[config.mk]
export PLATFORM = sky130hd
export DESIGN_NAME = gpio_bcd_display_flat
export DESIGN_NICKNAME = d
export VERILOG_FILES = /design/src/rtl/gpio_bcd_display_if.sv /design/src/rtl/gpio_bcd_display.sv /design/src/flat_wrapper.sv
export SDC_FILE = /design/constraint.sdc
export NUM_CORES = 1
export LEC_CHECK = 0
export CORE_MARGIN = 3
export CORE_UTILIZATION = 55
export DETAILED_ROUTE_END_ITERATION = 10
export PLACE_DENSITY = 0.84
export SYNTH_ARGS = -nofsm -noshare
export SYNTH_HDL_FRONTEND = slang
export SYNTH_SLANG_ARGS = --single-unit
[constraint.sdc]
create_clock -name clk -period 2.1 [get_ports clk]
set_input_delay 0.42 -clock clk [delete_from_list [all_inputs] [get_ports clk]]
set_output_delay 0.42 -clock clk [all_outputs]
set_load 0.1 [all_outputs]
[src/rtl/gpio_bcd_display_if.sv]
// Bundle between the cpu gpio_out and the BCD seven-segment display block.
// The master side drives value_in. The slave side (the display) returns the result and status.
interface gpio_bcd_display_if #(
  parameter int WIDTH  = 32,
  parameter int DIGITS = 10
);
  logic [WIDTH-1:0]    value_in;
  logic [4*DIGITS-1:0] bcd;
  logic [6:0]          hex0, hex1, hex2, hex3, hex4, hex5, hex6, hex7;
  logic                valid;
  logic                busy;
  logic                overflow;

  modport master (
    output value_in,
    input  bcd, hex0, hex1, hex2, hex3, hex4, hex5, hex6, hex7,
    input  valid, busy, overflow
  );

  modport slave (
    input  value_in,
    output bcd, hex0, hex1, hex2, hex3, hex4, hex5, hex6, hex7,
    output valid, busy, overflow
  );
endinterface

[src/rtl/gpio_bcd_display.sv]
// Binary-to-BCD converter (serial double-dabble, one bit per clock) driving eight active-low
// seven-segment digits. It re-converts whenever value_in differs from the last converted value.
module gpio_bcd_display #(
  parameter int WIDTH    = 32,
  parameter int DIGITS   = 10,
  parameter int BLANK_LZ = 1
) (
  input logic              clk,
  input logic              rst,
  gpio_bcd_display_if.slave io
);
  localparam int CW    = $clog2(WIDTH);
  localparam int SHOWN = 8;
  localparam logic [6:0] BLANK = 7'h7F;

  typedef enum logic [1:0] {IDLE, CAPTURE, SHIFT, DONE} state_t;

  state_t                       state_q, state_d;
  logic                         force_q, force_d;
  logic [WIDTH-1:0]             last_q, last_d;
  logic [WIDTH-1:0]             sh_q, sh_d;
  logic [4*DIGITS-1:0]          acc_q, acc_d;
  logic [CW-1:0]                cnt_q, cnt_d;
  logic [4*DIGITS-1:0]          bcd_q, bcd_d;
  logic [SHOWN-1:0][6:0]        hex_q, hex_d;
  logic                         valid_q, valid_d;
  logic                         busy_q, busy_d;
  logic                         ovf_q, ovf_d;
  logic [4*DIGITS-1:0]          acc_adj;
  logic [SHOWN-1:0][6:0]        hex_enc;

  function automatic logic [6:0] seg7(input logic [3:0] d);
    case (d)
      4'd0:    seg7 = 7'h40;
      4'd1:    seg7 = 7'h79;
      4'd2:    seg7 = 7'h24;
      4'd3:    seg7 = 7'h30;
      4'd4:    seg7 = 7'h19;
      4'd5:    seg7 = 7'h12;
      4'd6:    seg7 = 7'h02;
      4'd7:    seg7 = 7'h78;
      4'd8:    seg7 = 7'h00;
      4'd9:    seg7 = 7'h10;
      default: seg7 = BLANK;
    endcase
  endfunction

  always_comb begin
    acc_adj = acc_q;
    for (int unsigned i = 0; i < DIGITS; i++) begin
      if (acc_q[4*i +: 4] >= 4'd5) acc_adj[4*i +: 4] = acc_q[4*i +: 4] + 4'd3;
    end
  end

  // A leading zero is judged against the full result, including the undisplayed digits,
  // so an overflowing value never blanks its zero digits.
  always_comb begin
    logic        higher_zero;
    logic [3:0]  dig;
    int unsigned idx;
    hex_enc     = {SHOWN{BLANK}};
    higher_zero = 1'b1;
    dig         = '0;
    idx         = 0;
    for (int unsigned i = 0; i < DIGITS; i++) begin
      idx = DIGITS - 1 - i;
      dig = acc_q[4*idx +: 4];
      if (idx < SHOWN) begin
        if (BLANK_LZ != 0 && idx != 0 && dig == 4'd0 && higher_zero)
          hex_enc[idx[2:0]] = BLANK;
        else
          hex_enc[idx[2:0]] = seg7(dig);
      end
      higher_zero = higher_zero & (dig == 4'd0);
    end
  end

  always_comb begin
    state_d = state_q;
    force_d = force_q;
    last_d  = last_q;
    sh_d    = sh_q;
    acc_d   = acc_q;
    cnt_d   = cnt_q;
    bcd_d   = bcd_q;
    hex_d   = hex_q;
    valid_d = valid_q;
    ovf_d   = ovf_q;
    case (state_q)
      IDLE: begin
        if (force_q || io.value_in != last_q) state_d = CAPTURE;
      end
      CAPTURE: begin
        sh_d    = io.value_in;
        last_d  = io.value_in;
        acc_d   = '0;
        cnt_d   = '0;
        force_d = 1'b0;
        state_d = SHIFT;
      end
      SHIFT: begin
        acc_d = {acc_adj[4*DIGITS-2:0], sh_q[WIDTH-1]};
        sh_d  = {sh_q[WIDTH-2:0], 1'b0};
        cnt_d = cnt_q + CW'(1);
        if (cnt_q == CW'(WIDTH - 1)) state_d = DONE;
      end
      DONE: begin
        bcd_d   = acc_q;
        ovf_d   = |acc_q[4*DIGITS-1:4*SHOWN];
        hex_d   = hex_enc;
        valid_d = 1'b1;
        state_d = IDLE;
      end
      default: state_d = IDLE;
    endcase
    // busy follows the next state so that the output itself comes straight from a flop
    busy_d = (state_d == CAPTURE) || (state_d == SHIFT);
  end

  always_ff @(posedge clk or negedge rst) begin
    if (!rst) begin
      state_q <= IDLE;
      force_q <= 1'b1;
      last_q  <= '0;
      sh_q    <= '0;
      acc_q   <= '0;
      cnt_q   <= '0;
      bcd_q   <= '0;
      hex_q   <= {SHOWN{BLANK}};
      valid_q <= 1'b0;
      busy_q  <= 1'b0;
      ovf_q   <= 1'b0;
    end else begin
      state_q <= state_d;
      force_q <= force_d;
      last_q  <= last_d;
      sh_q    <= sh_d;
      acc_q   <= acc_d;
      cnt_q   <= cnt_d;
      bcd_q   <= bcd_d;
      hex_q   <= hex_d;
      valid_q <= valid_d;
      busy_q  <= busy_d;
      ovf_q   <= ovf_d;
    end
  end

  assign io.bcd      = bcd_q;
  assign io.hex0     = hex_q[0];
  assign io.hex1     = hex_q[1];
  assign io.hex2     = hex_q[2];
  assign io.hex3     = hex_q[3];
  assign io.hex4     = hex_q[4];
  assign io.hex5     = hex_q[5];
  assign io.hex6     = hex_q[6];
  assign io.hex7     = hex_q[7];
  assign io.valid    = valid_q;
  assign io.busy     = busy_q;
  assign io.overflow = ovf_q;
endmodule
[src/flat_wrapper.sv]
// flat-port wrapper written by rule: the top's interface ports become plain ports
module gpio_bcd_display_flat 
#(
  parameter int WIDTH    = 32,
  parameter int DIGITS   = 10,
  parameter int BLANK_LZ = 1
)
  (clk, rst, io_value_in, io_bcd, io_hex0, io_hex1, io_hex2, io_hex3, io_hex4, io_hex5, io_hex6, io_hex7, io_valid, io_busy, io_overflow);
  gpio_bcd_display_if #(.WIDTH(WIDTH), .DIGITS(DIGITS)) io_i ();
  input logic clk;
  input logic rst;
  input wire logic [$bits(io_i.value_in)-1:0] io_value_in;
  output wire logic [$bits(io_i.bcd)-1:0] io_bcd;
  output wire logic [$bits(io_i.hex0)-1:0] io_hex0;
  output wire logic [$bits(io_i.hex1)-1:0] io_hex1;
  output wire logic [$bits(io_i.hex2)-1:0] io_hex2;
  output wire logic [$bits(io_i.hex3)-1:0] io_hex3;
  output wire logic [$bits(io_i.hex4)-1:0] io_hex4;
  output wire logic [$bits(io_i.hex5)-1:0] io_hex5;
  output wire logic [$bits(io_i.hex6)-1:0] io_hex6;
  output wire logic [$bits(io_i.hex7)-1:0] io_hex7;
  output wire logic [$bits(io_i.valid)-1:0] io_valid;
  output wire logic [$bits(io_i.busy)-1:0] io_busy;
  output wire logic [$bits(io_i.overflow)-1:0] io_overflow;
  assign io_i.value_in = io_value_in;
  assign io_bcd = io_i.bcd;
  assign io_hex0 = io_i.hex0;
  assign io_hex1 = io_i.hex1;
  assign io_hex2 = io_i.hex2;
  assign io_hex3 = io_i.hex3;
  assign io_hex4 = io_i.hex4;
  assign io_hex5 = io_i.hex5;
  assign io_hex6 = io_i.hex6;
  assign io_hex7 = io_i.hex7;
  assign io_valid = io_i.valid;
  assign io_busy = io_i.busy;
  assign io_overflow = io_i.overflow;
  gpio_bcd_display #(.WIDTH(WIDTH), .DIGITS(DIGITS), .BLANK_LZ(BLANK_LZ)) u_core (.clk(clk), .rst(rst), .io(io_i));
endmodule
==> results.cfg, run 1 <==
[run_status]
outcome = finished, final reports clean

[critical_path]
crit_chain = inv_1 -> ha_1 -> and2_2 -> nand4_1 -> nor3_1 -> nor2_1 -> a31oi_1
cpPeakStageDelay_ps = 420
r2r_setup_slack_ps = 120
worstReg2RegStart = u_core.acc_q[32]$_DFFE_PN0P_
reg2reg_depth = 7
reg2reg_to = u_core.io.hex3[1]$_DFFE_PN1N_
crit_fanout = 7
crit_end = u_core.io.hex3[1]$_DFFE_PN1N_
worstSetupPathType = reg -> reg
startpoint = u_core.acc_q[32]$_DFFE_PN0P_
cp-end-kind = flop
cp-start-kind = flop
arrival_ps = 2390
crit_slowest_cell = dfrtp_1
required_ps = 2500

[routing]
firstDrtPassIters = 5
drc = 0
ant_nets = 0
num_vias = 8079
wl_per_cell_um = 17.1
first_iter_violations = 487
drt-total-wl_um = 24200
viasPerCell = 5.71

[synthesis]
synth-async-reset-ratio = 1.00
yosys.area.top_type_share = 0.360
synthDistinctLibCells = 53
synthFlopType = dfrtp_1
syn_area_per_cell_um2 = 10.6
syn_inst = 1012
synth-seq-cells = 211
synth-edff-count = 0
ys.warnings.count = 0
synth_area_leaders = dfrtp_1, dfstp_2, mux2_2
yosysTopAreaCell = dfrtp_1
ys_seq_area_frac = 0.500
syn_area_um2 = 10700
syn_nets = 1099

[die]
core_um2 = 18900
die_width_um = 145
ios = 133
die-area_um2 = 21200
row_count = 50
initial_utilization = 0.566
fp.dieH_um = 145

[clock_network]
postCtsSetupBuffers = 0
path_clk_slew_ps = 70
cts_num_sinks = 211
cts_tree = built
cts_htree_levels = 1
cts_buffers = 22
cts_root_buf = clkbuf_16
clock_path_buffers = 3
clock_latency_ps = 510

[power_and_ir_drop]
ir_worst_vdd_mv = 0.934
p_per_area_nw_per_um2 = 1710
p_leak_nw = 6.19

[sta]
fin_tns_setup_ps = 0
fmax_mhz = 504
drv_slew = 0
post-route-period-util = 0.944
fin_crit_ps = 1980
clock_skew_ps = 14.7
rsz0062_at_grt = yes
hold_viol = 0
setup_violations = 0
setup_ws_ps = 118
relSlewSlack = 0.632
tightestPinTransition_ps = 552

[placed_design]
dpl.hpwl_um = 16600
dp_slack_ps = 46.4
gp_congestion = 0.907
portBuffers = 132

[global_route]
grt_pass1_vias = 8105
antenna_found_initial = 0
grt_max_degree = 76
grt_pass1_wl_um = 41100
overflow = 0
grt.total_usage = 0.229

[layout]
antenna_cells = 0
drive_gt1_frac = 0.284
num-fill-cells = 1334
area_growth_pct = 27.6
final_nets = 1226

[worst_hold_path]
hold_path.class = in -> async

[run]
maxCapViolCount = 0
==> layer usage <==
layer  wire length [um]  vias to the layer above  track usage
met5                  0                        -            0
met4                371                        0       0.0513
met3               1450                       34       0.0414
met2              12000                      217        0.391
met1              10400                     4031        0.307
li1                   -                     3797            -
==> timing repair <==
item | in CTS | in global routing
endpoints found under the setup margin | 0 | 10
resized for setup | 0 | 4
endpoints found under the hold margin | 16 | 0
hold buffers | 1 | 0
==> sequential cells by signal (all words and copies together), names as in the netlist, 32 cells and up <==
| signal | flops |
|---|---|
| u_core.acc_q | 40 |
| u_core.io.bcd | 40 |
| u_core.last_q | 32 |
| u_core.sh_q | 32 |
==> where the power goes <==
| group | switching (mW) | leakage (nW) | internal [mW] |
|---|---|---|---|
| logic | 8.45 | 3.29 | 3.74 |
| clock network | 1.63 | 0.404 | 2.66 |
| registers | 1.24 | 2.49 | 5.56 |
| total | 11.3 | 6.19 | 12.0 |
==> synthesized netlist by cell type, drive strengths merged, types with 6 or more instances <==
| library cell | number |
|---|---|
| nand2b | 14 |
| dfrtp | 154 |
| nor3 | 8 |
| o21ai | 42 |
| mux2i | 39 |
| nand4 | 8 |
| buf | 14 |
| a21oi | 109 |
| nor2 | 105 |
| dfstp | 57 |
| o211ai | 6 |
| nand3 | 10 |
| o22a | 24 |
| nand2 | 52 |
| clkbuf | 46 |
| a31oi | 13 |
| o22ai | 33 |
| xnor2 | 41 |
| inv | 54 |
| ha | 53 |
| nor4 | 6 |
| nor3b | 8 |
| mux2 | 73 |
==> metrics by stage <==
step           hold slack [ps]  std cells   util  cell area [um^2]  power, mW
2_1_floorplan              124       1012      -             10700       15.3
3_3_place_gp               301       1374  0.678             12800       18.8
3_5_place_dp               302       1374  0.678             12800       19.1
4_1_cts                    337       1415  0.721             13600       23.4
5_1_grt                    353       1415  0.722             13600       24.2
6_report                   355       1415  0.722             13600       23.3
==> logic make-up after synthesis <==
group / synth area share
buffers and inverters: 0.0439
AND/OR/NAND/NOR: 0.101
AO/OA/AOI/OAI: 0.143
multiplexers: 0.113
XOR/XNOR: 0.0369
adder cells (fa/ha/maj): 0.0620
flip-flops: 0.500
==> cell usage in the layout, fill, tap and decap left out, drive strengths merged, types with 33 or more instances in the layout <==
cell,count
dfrtp,154
buf,129
a21oi,109
nor2,105
mux2,73
dfstp,57
inv,54
ha,53
nand2,52
o21ai,42
xnor2,41
mux2i,39
o22ai,33
==> worst min-delay path by stage <==
stage,to,start
2_1_floorplan,u_core.acc_q[0]$_DFFE_PN0P_,rst
3_3_place_gp,u_core.io.bcd[14]$_DFFE_PN0N_,rst
3_5_place_dp,u_core.io.bcd[15]$_DFFE_PN0N_,rst
4_1_cts,u_core.acc_q[15]$_DFFE_PN0P_,rst
5_1_grt,u_core.io.bcd[15]$_DFFE_PN0N_,rst
6_report,u_core.acc_q[15]$_DFFE_PN0P_,rst
==> critical path, delay by kind of cell (launching register included) <==
family	cells	cell delay, ps
AND/OR/NAND/NOR	4	950
flip-flops	1	420
adder cells (fa/ha/maj)	1	220
AO/OA/AOI/OAI	1	160
buffers and inverters	1	120
==> cell type report <==
cell class / instances / area [um^2] / share of cell area
Clock buffer: 28 / 644 / 0.0472
Sequential cell: 211 / 5350 / 0.392
Inverter: 54 / 203 / 0.0149
Clock inverter: 12 / 166 / 0.0122
Tap cell: 260 / 325 / 0.0238
Timing Repair Buffer: 163 / 2040 / 0.149
Multi-Input combinational cell: 687 / 4910 / 0.360
Note: power is estimated with default switching activity, not from simulation.
==> run 2, diff against run 1 <==
- GPL_ROUTABILITY_DRIVEN: default -> 0
==> results of run 2 <==
The final DEF is identical to that of run 1; final timing and power are the same.
